==> src/rtl/feistel_stream_ctrl_pkg.sv <==
// Shared definitions for the Feistel stream controller: default geometry,
// FSM state encoding and the output FIFO entry layout.
package feistel_stream_ctrl_pkg;

  localparam int FSC_DATA_WIDTH  = 256;
  localparam int FSC_WORD_WIDTH  = 32;
  localparam int FSC_OFIFO_DEPTH = 8;
  localparam int WORDS           = FSC_DATA_WIDTH / FSC_WORD_WIDTH;

  typedef enum logic [1:0] {
    WAIT_CFG = 2'd0,
    RUN      = 2'd1,
    DRAIN    = 2'd2
  } fsc_state_e;

  // One buffered ciphertext block plus its end-of-frame flag.
  typedef struct packed {
    logic [FSC_DATA_WIDTH-1:0] ciphertext;
    logic                      last;
  } ofifo_entry_t;

endpackage

==> src/rtl/feistel_ofifo.sv <==
// Synchronous FIFO with occupancy output. DEPTH must be a power of two so
// the pointers wrap naturally. A write is accepted while full when a read
// happens in the same cycle.
module feistel_ofifo #(
  parameter int WIDTH = 8,
  parameter int DEPTH = 8,
  localparam int AW   = $clog2(DEPTH),
  localparam int CW   = AW + 1
) (
  input  logic             clk,
  input  logic             reset_n,
  input  logic             wr_en,
  input  logic [WIDTH-1:0] wr_data,
  input  logic             rd_en,
  output logic [WIDTH-1:0] rd_data,
  output logic             full,
  output logic             empty,
  output logic [CW-1:0]    count
);

  logic [WIDTH-1:0] mem_q [DEPTH];
  logic [AW-1:0]    wr_ptr_q, wr_ptr_d;
  logic [AW-1:0]    rd_ptr_q, rd_ptr_d;
  logic [CW-1:0]    count_q, count_d;
  logic             do_wr, do_rd;

  assign empty   = (count_q == '0);
  assign full    = (count_q == CW'(DEPTH));
  assign count   = count_q;
  assign do_rd   = rd_en && !empty;
  assign do_wr   = wr_en && (!full || do_rd);
  assign rd_data = mem_q[rd_ptr_q];

  // Next pointer and occupancy values.
  always_comb begin
    wr_ptr_d = wr_ptr_q;
    rd_ptr_d = rd_ptr_q;
    if (do_wr) wr_ptr_d = wr_ptr_q + 1'b1;
    if (do_rd) rd_ptr_d = rd_ptr_q + 1'b1;
    count_d = count_q + CW'(do_wr) - CW'(do_rd);
  end

  // Pointer and count registers.
  always_ff @(posedge clk or negedge reset_n) begin
    if (!reset_n) begin
      wr_ptr_q <= '0;
      rd_ptr_q <= '0;
      count_q  <= '0;
    end else begin
      wr_ptr_q <= wr_ptr_d;
      rd_ptr_q <= rd_ptr_d;
      count_q  <= count_d;
    end
  end

  // Storage array, no reset so it can map onto RAM.
  always_ff @(posedge clk) begin
    if (do_wr) mem_q[wr_ptr_q] <= wr_data;
  end

endmodule

==> src/rtl/feistel_stream_ctrl.sv <==
// Stream-side controller for the pipelined Feistel core: packs words into
// blocks, issues blocks only when output space is guaranteed by credits,
// buffers returned ciphertext and unpacks it back to a word stream.
// Optional statistics outputs are enabled by FEISTEL_CTRL_STATS_EN.
// The package entry type tracks the default DATA_WIDTH.
module feistel_stream_ctrl
  import feistel_stream_ctrl_pkg::*;
#(
  parameter int DATA_WIDTH  = FSC_DATA_WIDTH,
  parameter int WORD_WIDTH  = FSC_WORD_WIDTH,
  parameter int OFIFO_DEPTH = FSC_OFIFO_DEPTH
) (
  input  logic                  clk,
  input  logic                  reset_n,
  input  logic                  key_valid,
  input  logic                  sbox_ready,
  input  logic                  s_tvalid,
  output logic                  s_tready,
  input  logic [WORD_WIDTH-1:0] s_tdata,
  input  logic                  s_tlast,
  output logic                  enc_tvalid,
  output logic [DATA_WIDTH-1:0] enc_plaintext,
  input  logic                  enc_valid,
  input  logic [DATA_WIDTH-1:0] enc_ciphertext,
  output logic                  m_tvalid,
  input  logic                  m_tready,
  output logic [WORD_WIDTH-1:0] m_tdata,
  output logic                  m_tlast,
  output logic                  busy,
  output logic                  err_overflow
`ifdef FEISTEL_CTRL_STATS_EN
  ,
  output logic [31:0]           blk_issued_cnt,
  output logic [15:0]           frame_cnt
`endif
);

  localparam int N_WORDS = DATA_WIDTH / WORD_WIDTH;
  localparam int IDX_W   = (N_WORDS > 1) ? $clog2(N_WORDS) : 1;
  localparam int CNT_W   = $clog2(OFIFO_DEPTH) + 1;
  localparam int SUM_W   = CNT_W + 1;
  localparam logic [IDX_W-1:0] LAST_IDX = IDX_W'(N_WORDS - 1);

  fsc_state_e            state_q, state_d;
  logic [DATA_WIDTH-1:0] blk_q, blk_d;
  logic [IDX_W-1:0]      widx_q, widx_d;
  logic                  blk_full_q, blk_full_d;
  logic                  blk_last_q, blk_last_d;
  logic [IDX_W-1:0]      ridx_q, ridx_d;
  logic                  err_q, err_d;

  logic                  accept, issue, credit_ok, ret_ok, out_hs, ofifo_pop;
  logic                  ofifo_full, ofifo_empty;
  logic [CNT_W-1:0]      ofifo_count;
  ofifo_entry_t          ofifo_wr, ofifo_head;
  logic                  tag_head, tag_full, tag_empty;
  logic [CNT_W-1:0]      inflight;
  logic [WORD_WIDTH-1:0] head_words [N_WORDS];

  // Handshakes and credit. A block may only be issued if its ciphertext
  // is guaranteed a FIFO slot, since the core cannot be stalled.
  assign s_tready  = (state_q == RUN) && !blk_full_q;
  assign accept    = s_tvalid && s_tready;
  assign credit_ok = (SUM_W'(ofifo_count) + SUM_W'(inflight)) < SUM_W'(OFIFO_DEPTH);
  assign issue     = blk_full_q && key_valid && credit_ok && !tag_full;
  assign out_hs    = m_tvalid && m_tready;
  assign ofifo_pop = out_hs && (ridx_q == LAST_IDX);
  assign ret_ok    = enc_valid && (inflight != '0) && !tag_empty &&
                     (!ofifo_full || ofifo_pop);

  assign enc_tvalid    = issue;
  assign enc_plaintext = blk_q;
  assign busy          = (state_q != WAIT_CFG);
  assign err_overflow  = err_q;

  assign ofifo_wr.ciphertext = enc_ciphertext;
  assign ofifo_wr.last       = tag_head;

  // Ciphertext buffer; its depth bounds blocks in flight plus buffered.
  feistel_ofifo #(
    .WIDTH($bits(ofifo_entry_t)),
    .DEPTH(OFIFO_DEPTH)
  ) u_ofifo (
    .clk     (clk),
    .reset_n (reset_n),
    .wr_en   (ret_ok),
    .wr_data (ofifo_wr),
    .rd_en   (ofifo_pop),
    .rd_data (ofifo_head),
    .full    (ofifo_full),
    .empty   (ofifo_empty),
    .count   (ofifo_count)
  );

  // Tag queue carries each block's last flag across the core latency.
  // Its occupancy is exactly the number of blocks inside the core.
  feistel_ofifo #(
    .WIDTH(1),
    .DEPTH(OFIFO_DEPTH)
  ) u_tagq (
    .clk     (clk),
    .reset_n (reset_n),
    .wr_en   (issue),
    .wr_data (blk_last_q),
    .rd_en   (ret_ok),
    .rd_data (tag_head),
    .full    (tag_full),
    .empty   (tag_empty),
    .count   (inflight)
  );

  // Split the FIFO head into words, word 0 in the MSBs.
  for (genvar gi = 0; gi < N_WORDS; gi++) begin : g_unpack
    assign head_words[gi] = ofifo_head.ciphertext[DATA_WIDTH-1-gi*WORD_WIDTH -: WORD_WIDTH];
  end

  // Output word is zeroed while nothing is valid so stale RAM never shows.
  assign m_tvalid = !ofifo_empty;
  assign m_tdata  = m_tvalid ? head_words[ridx_q] : '0;
  assign m_tlast  = m_tvalid && ofifo_head.last && (ridx_q == LAST_IDX);

  // FSM next-state logic.
  always_comb begin
    state_d = state_q;
    case (state_q)
      WAIT_CFG: if (key_valid && sbox_ready) state_d = RUN;
      RUN:      if (issue && blk_last_q) state_d = DRAIN;
      DRAIN:    if ((inflight == '0) && ofifo_empty && (ridx_q == '0)) state_d = WAIT_CFG;
      default:  state_d = WAIT_CFG;
    endcase
  end

  // Packing, issue bookkeeping, unpack index and sticky error.
  always_comb begin
    blk_d      = blk_q;
    widx_d     = widx_q;
    blk_full_d = blk_full_q;
    blk_last_d = blk_last_q;
    ridx_d     = ridx_q;
    err_d      = err_q | (enc_valid && !ret_ok);

    // Clearing on issue makes short blocks zero-padded for free.
    if (issue) begin
      blk_d      = '0;
      widx_d     = '0;
      blk_full_d = 1'b0;
      blk_last_d = 1'b0;
    end

    if (accept) begin
      for (int k = 0; k < N_WORDS; k++) begin
        if (widx_q == IDX_W'(k)) blk_d[DATA_WIDTH-1-k*WORD_WIDTH -: WORD_WIDTH] = s_tdata;
      end
      widx_d = widx_q + 1'b1;
      if ((widx_q == LAST_IDX) || s_tlast) begin
        blk_full_d = 1'b1;
        blk_last_d = s_tlast;
      end
    end

    if (out_hs) ridx_d = (ridx_q == LAST_IDX) ? '0 : ridx_q + 1'b1;
  end

  // Controller registers.
  always_ff @(posedge clk or negedge reset_n) begin
    if (!reset_n) begin
      state_q    <= WAIT_CFG;
      blk_q      <= '0;
      widx_q     <= '0;
      blk_full_q <= 1'b0;
      blk_last_q <= 1'b0;
      ridx_q     <= '0;
      err_q      <= 1'b0;
    end else begin
      state_q    <= state_d;
      blk_q      <= blk_d;
      widx_q     <= widx_d;
      blk_full_q <= blk_full_d;
      blk_last_q <= blk_last_d;
      ridx_q     <= ridx_d;
      err_q      <= err_d;
    end
  end

`ifdef FEISTEL_CTRL_STATS_EN
  logic [31:0] blk_issued_cnt_q, blk_issued_cnt_d;
  logic [15:0] frame_cnt_q, frame_cnt_d;

  // Free-running wrap-around statistics.
  always_comb begin
    blk_issued_cnt_d = blk_issued_cnt_q + (issue ? 32'd1 : 32'd0);
    frame_cnt_d      = frame_cnt_q + ((out_hs && m_tlast) ? 16'd1 : 16'd0);
  end

  // Statistics registers.
  always_ff @(posedge clk or negedge reset_n) begin
    if (!reset_n) begin
      blk_issued_cnt_q <= '0;
      frame_cnt_q      <= '0;
    end else begin
      blk_issued_cnt_q <= blk_issued_cnt_d;
      frame_cnt_q      <= frame_cnt_d;
    end
  end

  assign blk_issued_cnt = blk_issued_cnt_q;
  assign frame_cnt      = frame_cnt_q;
`endif

endmodule
==> config.mk <==
export PLATFORM = sky130hd
export DESIGN_NAME = feistel_stream_ctrl
export DESIGN_NICKNAME = d
export VERILOG_FILES = /design/src/rtl/feistel_stream_ctrl_pkg.sv /design/src/rtl/feistel_ofifo.sv /design/src/rtl/feistel_stream_ctrl.sv
export SDC_FILE = /design/constraint.sdc
export NUM_CORES = 2
export LEC_CHECK = 0
export ABC_AREA = 1
export ABC_CLOCK_PERIOD_IN_PS = 12510
export BUFFER_PORTS_ARGS = -buffer_cell sky130_fd_sc_hd__buf_2
export CAP_MARGIN = 20
export CELL_PAD_IN_SITES_DETAIL_PLACEMENT = 1
export CELL_PAD_IN_SITES_GLOBAL_PLACEMENT = 1
export CORE_MARGIN = 2
export CORE_UTILIZATION = 46
export CTS_BUF_LIST = sky130_fd_sc_hd__clkbuf_8
export DETAILED_ROUTE_END_ITERATION = 10
export PLACE_DENSITY = 0.77
export SLEW_MARGIN = 5
export SYNTH_ARGS = -nofsm -noshare
export SYNTH_HDL_FRONTEND = slang
export SYNTH_HIERARCHICAL = 1
export SYNTH_SLANG_ARGS = --single-unit
==> constraint.sdc <==
create_clock -name clk -period 12.51 [get_ports clk]
set_input_delay 1.251 -clock clk [delete_from_list [all_inputs] [get_ports clk]]
set_output_delay 1.251 -clock clk [all_outputs]
set_load 0.02 [all_outputs]
==> results.cfg <==
[finish]
fin_nets = 9428
fillers = 22400
seqCellArea_sq_um = 69200
final_common_cell = nand2_1
area_growth_syn_to_layout_pct = 12.4
multi_input_area_sq_um = 23700
final_cell_mix = nand2_1 (2400), edfxtp_1 (2064), nor2_1 (1089)
final_cells = 12300
drive_gt1_frac = 0.135

[sta]
clock_skew_ns = 0.0867
holdWs_ns = 0.0958
finalMaxSlewViolations = 0
setup_viol = 0
period_share = 0.634
fmax_ghz = 0.126
rsz0062_at_grt = no
hold_viol = 0
relSlewSlack = 0.176
tightest_slew_ns = 1.22
fin_crit_ns = 7.93

[min_path]
hp-class = in -> async

[setup_path]
reg2reg_to = u_ofifo/mem_q[0][73]
setup.worst_path.end_class = output pin
path_class = reg -> out
critPathLaunch = u_ofifo/rd_ptr_q[0]
worstReg2RegStart = u_ofifo/count[3]
worstPathArrival_ns = 6.68
crit_path_start_kind = flip-flop
worst-r2r-cell-count = 14
crit_required_ns = 11.26
ff2ff_setup_slack_ns = 5.99
path_max_fanout = 90

[synthesis]
synth_area_per_cell_sq_um = 11.3
synthCells = 8551
syn-num-nets = 8875
netlist_area_sq_um = 96800
yosys_warnings = 6
synth.distinct_cells = 35
synth-seq-area-share = 0.714
synth_seq_cells = 2351

[route]
vias = 68300
drtIter0Drc = 6671
route.detailed.drc = 0
first_pass_iters = 5
avgRoutedWirePerCell_um = 24.9
drt_wl_total_mm = 305
post_drt_via_cell_ratio = 5.57
ant_nets = 0

[placed_design]
dpl.cell_count = 11500
port_buffers = 589
hpwl_mm = 177
place_congestion = 0.815

[global_routing]
grt_pass1_vias = 71500
antenna_found_initial = 125
grt_max_degree = 236
grt_pass1_wl_mm = 453
grt_overflow = 0
grt.total_usage = 0.280

[clock_tree]
root_buffer = clkbuf_8
post_cts_buffers = 0
htreeDepth = 5
cts.sinks = 2351
clk_path_buf_depth = 4
ctsHoldBuffers = 0
path_clk_slew_ns = 0.06
clk_latency_ns = 1.13
ctsResizeCount = 0
cts_tree = built
cts_buffers = 403

[floorplan]
rows = 168
pin_count = 590
coreArea_sq_um = 209000
die_h_um = 463
initial_utilization = 0.463
dieArea_sq_um = 214000
die_w_um = 463

[pwr]
ir_worst_vdd_mv = 0.190
cellPowerDensity_nw_per_um2 = 247
p_leak_nw = 43.4

[job]
drv_cap = 0

[status]
status = finished clean
-- sequential cells by signal, summed over array words and instances, names as in the netlist, 4 cells and up --
| register | cells |
|---|---|
| u_tagq/count | 4 |
| u_ofifo/count | 4 |
| enc_plaintext | 256 |
| u_tagq/mem_q | 8 |
| u_ofifo/mem_q | 2056 |
-- synthesized netlist by cell type (all sizes together) --
cell type  instances  area [sq um]
clkbuf           247           928
nand3            317          1650
xor2               6          52.6
nor3               1          16.3
o21bai             1          7.51
inv              333          1250
dfrtp            287          7180
buf              284          1870
nand2           2417          9130
nor2            1098          4120
ha                26           325
o22ai              1          6.26
clkinv             3          11.3
o211ai           258          1940
xnor2              4          35.0
edfxtp          2064         62000
a21oi              5          25.0
fa                 2          40.0
o21ai           1196          6240
or2                1          6.26
-- worst max-delay path by stage --
| stage | slack [ns] | depth (start not counted) | endpoint |
|---|---|---|---|
| 2_1_floorplan | -1.36 | 6 | u_ofifo/mem_q[0][0] |
| 3_3_place_gp | 5.77 | 14 | m_tdata[16] |
| 3_5_place_dp | 5.72 | 14 | m_tdata[16] |
| 4_1_cts | 4.51 | 14 | m_tdata[16] |
| 5_1_grt | 4.24 | 14 | m_tdata[16] |
| 6_report | 4.58 | 16 | m_tdata[30] |
-- layout make-up --
cell class / instances / area share
sequential: 2351 / 0.636
multi-input combinational: 5333 / 0.218
clock buffer: 419 / 0.0530
timing repair buffer: 679 / 0.0355
tap: 2805 / 0.0323
clock inverter: 291 / 0.0126
inverter: 336 / 0.0120
antenna: 50 / 0.00115
-- kinds of logic after synthesis --
family / share of synthesized area
and+or+nand+nor: 0.154
DFF: 0.714
AOI/OAI and AO/OA: 0.0849
buffers and inverters: 0.0420
adders and majority gates: 0.00377
xor gates and xnor gates: 0.000904
-- per-stage QoR --
step	power (mW)	utilization	instance area, sq um	TNS (ns)	setup slack [ns]
floorplan	17.1	-	96800	-2753.25	-1.36
global placement	20.1	0.485	102000	0	5.77
detailed placement	20.6	0.485	102000	0	5.72
CTS	27.0	0.519	109000	0	4.51
global route	28.3	0.520	109000	0	4.24
finish	26.9	0.520	109000	0	4.58
-- report_power, final --
| group | switching [mW] | internal (mW) |
|---|---|---|
| registers | 0.575 | 9.97 |
| clock network | 3.11 | 3.22 |
| logic | 7.54 | 2.49 |
| total | 11.2 | 15.7 |
-- worst max-delay path: stages (launching register included) --
cell and delay, ns:
dfrtp_4 0.99, buf_4 0.70, buf_4 0.78, buf_4 0.85, nor2_1 0.12, nor2_1 0.12, o21ai_0 0.10, nand2_1 0.12
nand2_1 0.06, nand2_1 0.10, nor2_1 0.04, nor2_1 0.10, o21ai_0 0.17, nand3_1 0.16, nand2_1 0.07, nor2_1 0.64
buf_2 0.30
-- routing by layer --
layer  track usage  vias to the layer above  share of wire
met4         0.136                       64          0.044
met1         0.357                    34700           0.40
met5             0                        -         0.0013
met3        0.0618                      627          0.072
met2         0.454                     2449           0.48
li1              -                    30500              -
Power figures use the tool's default switching activity.
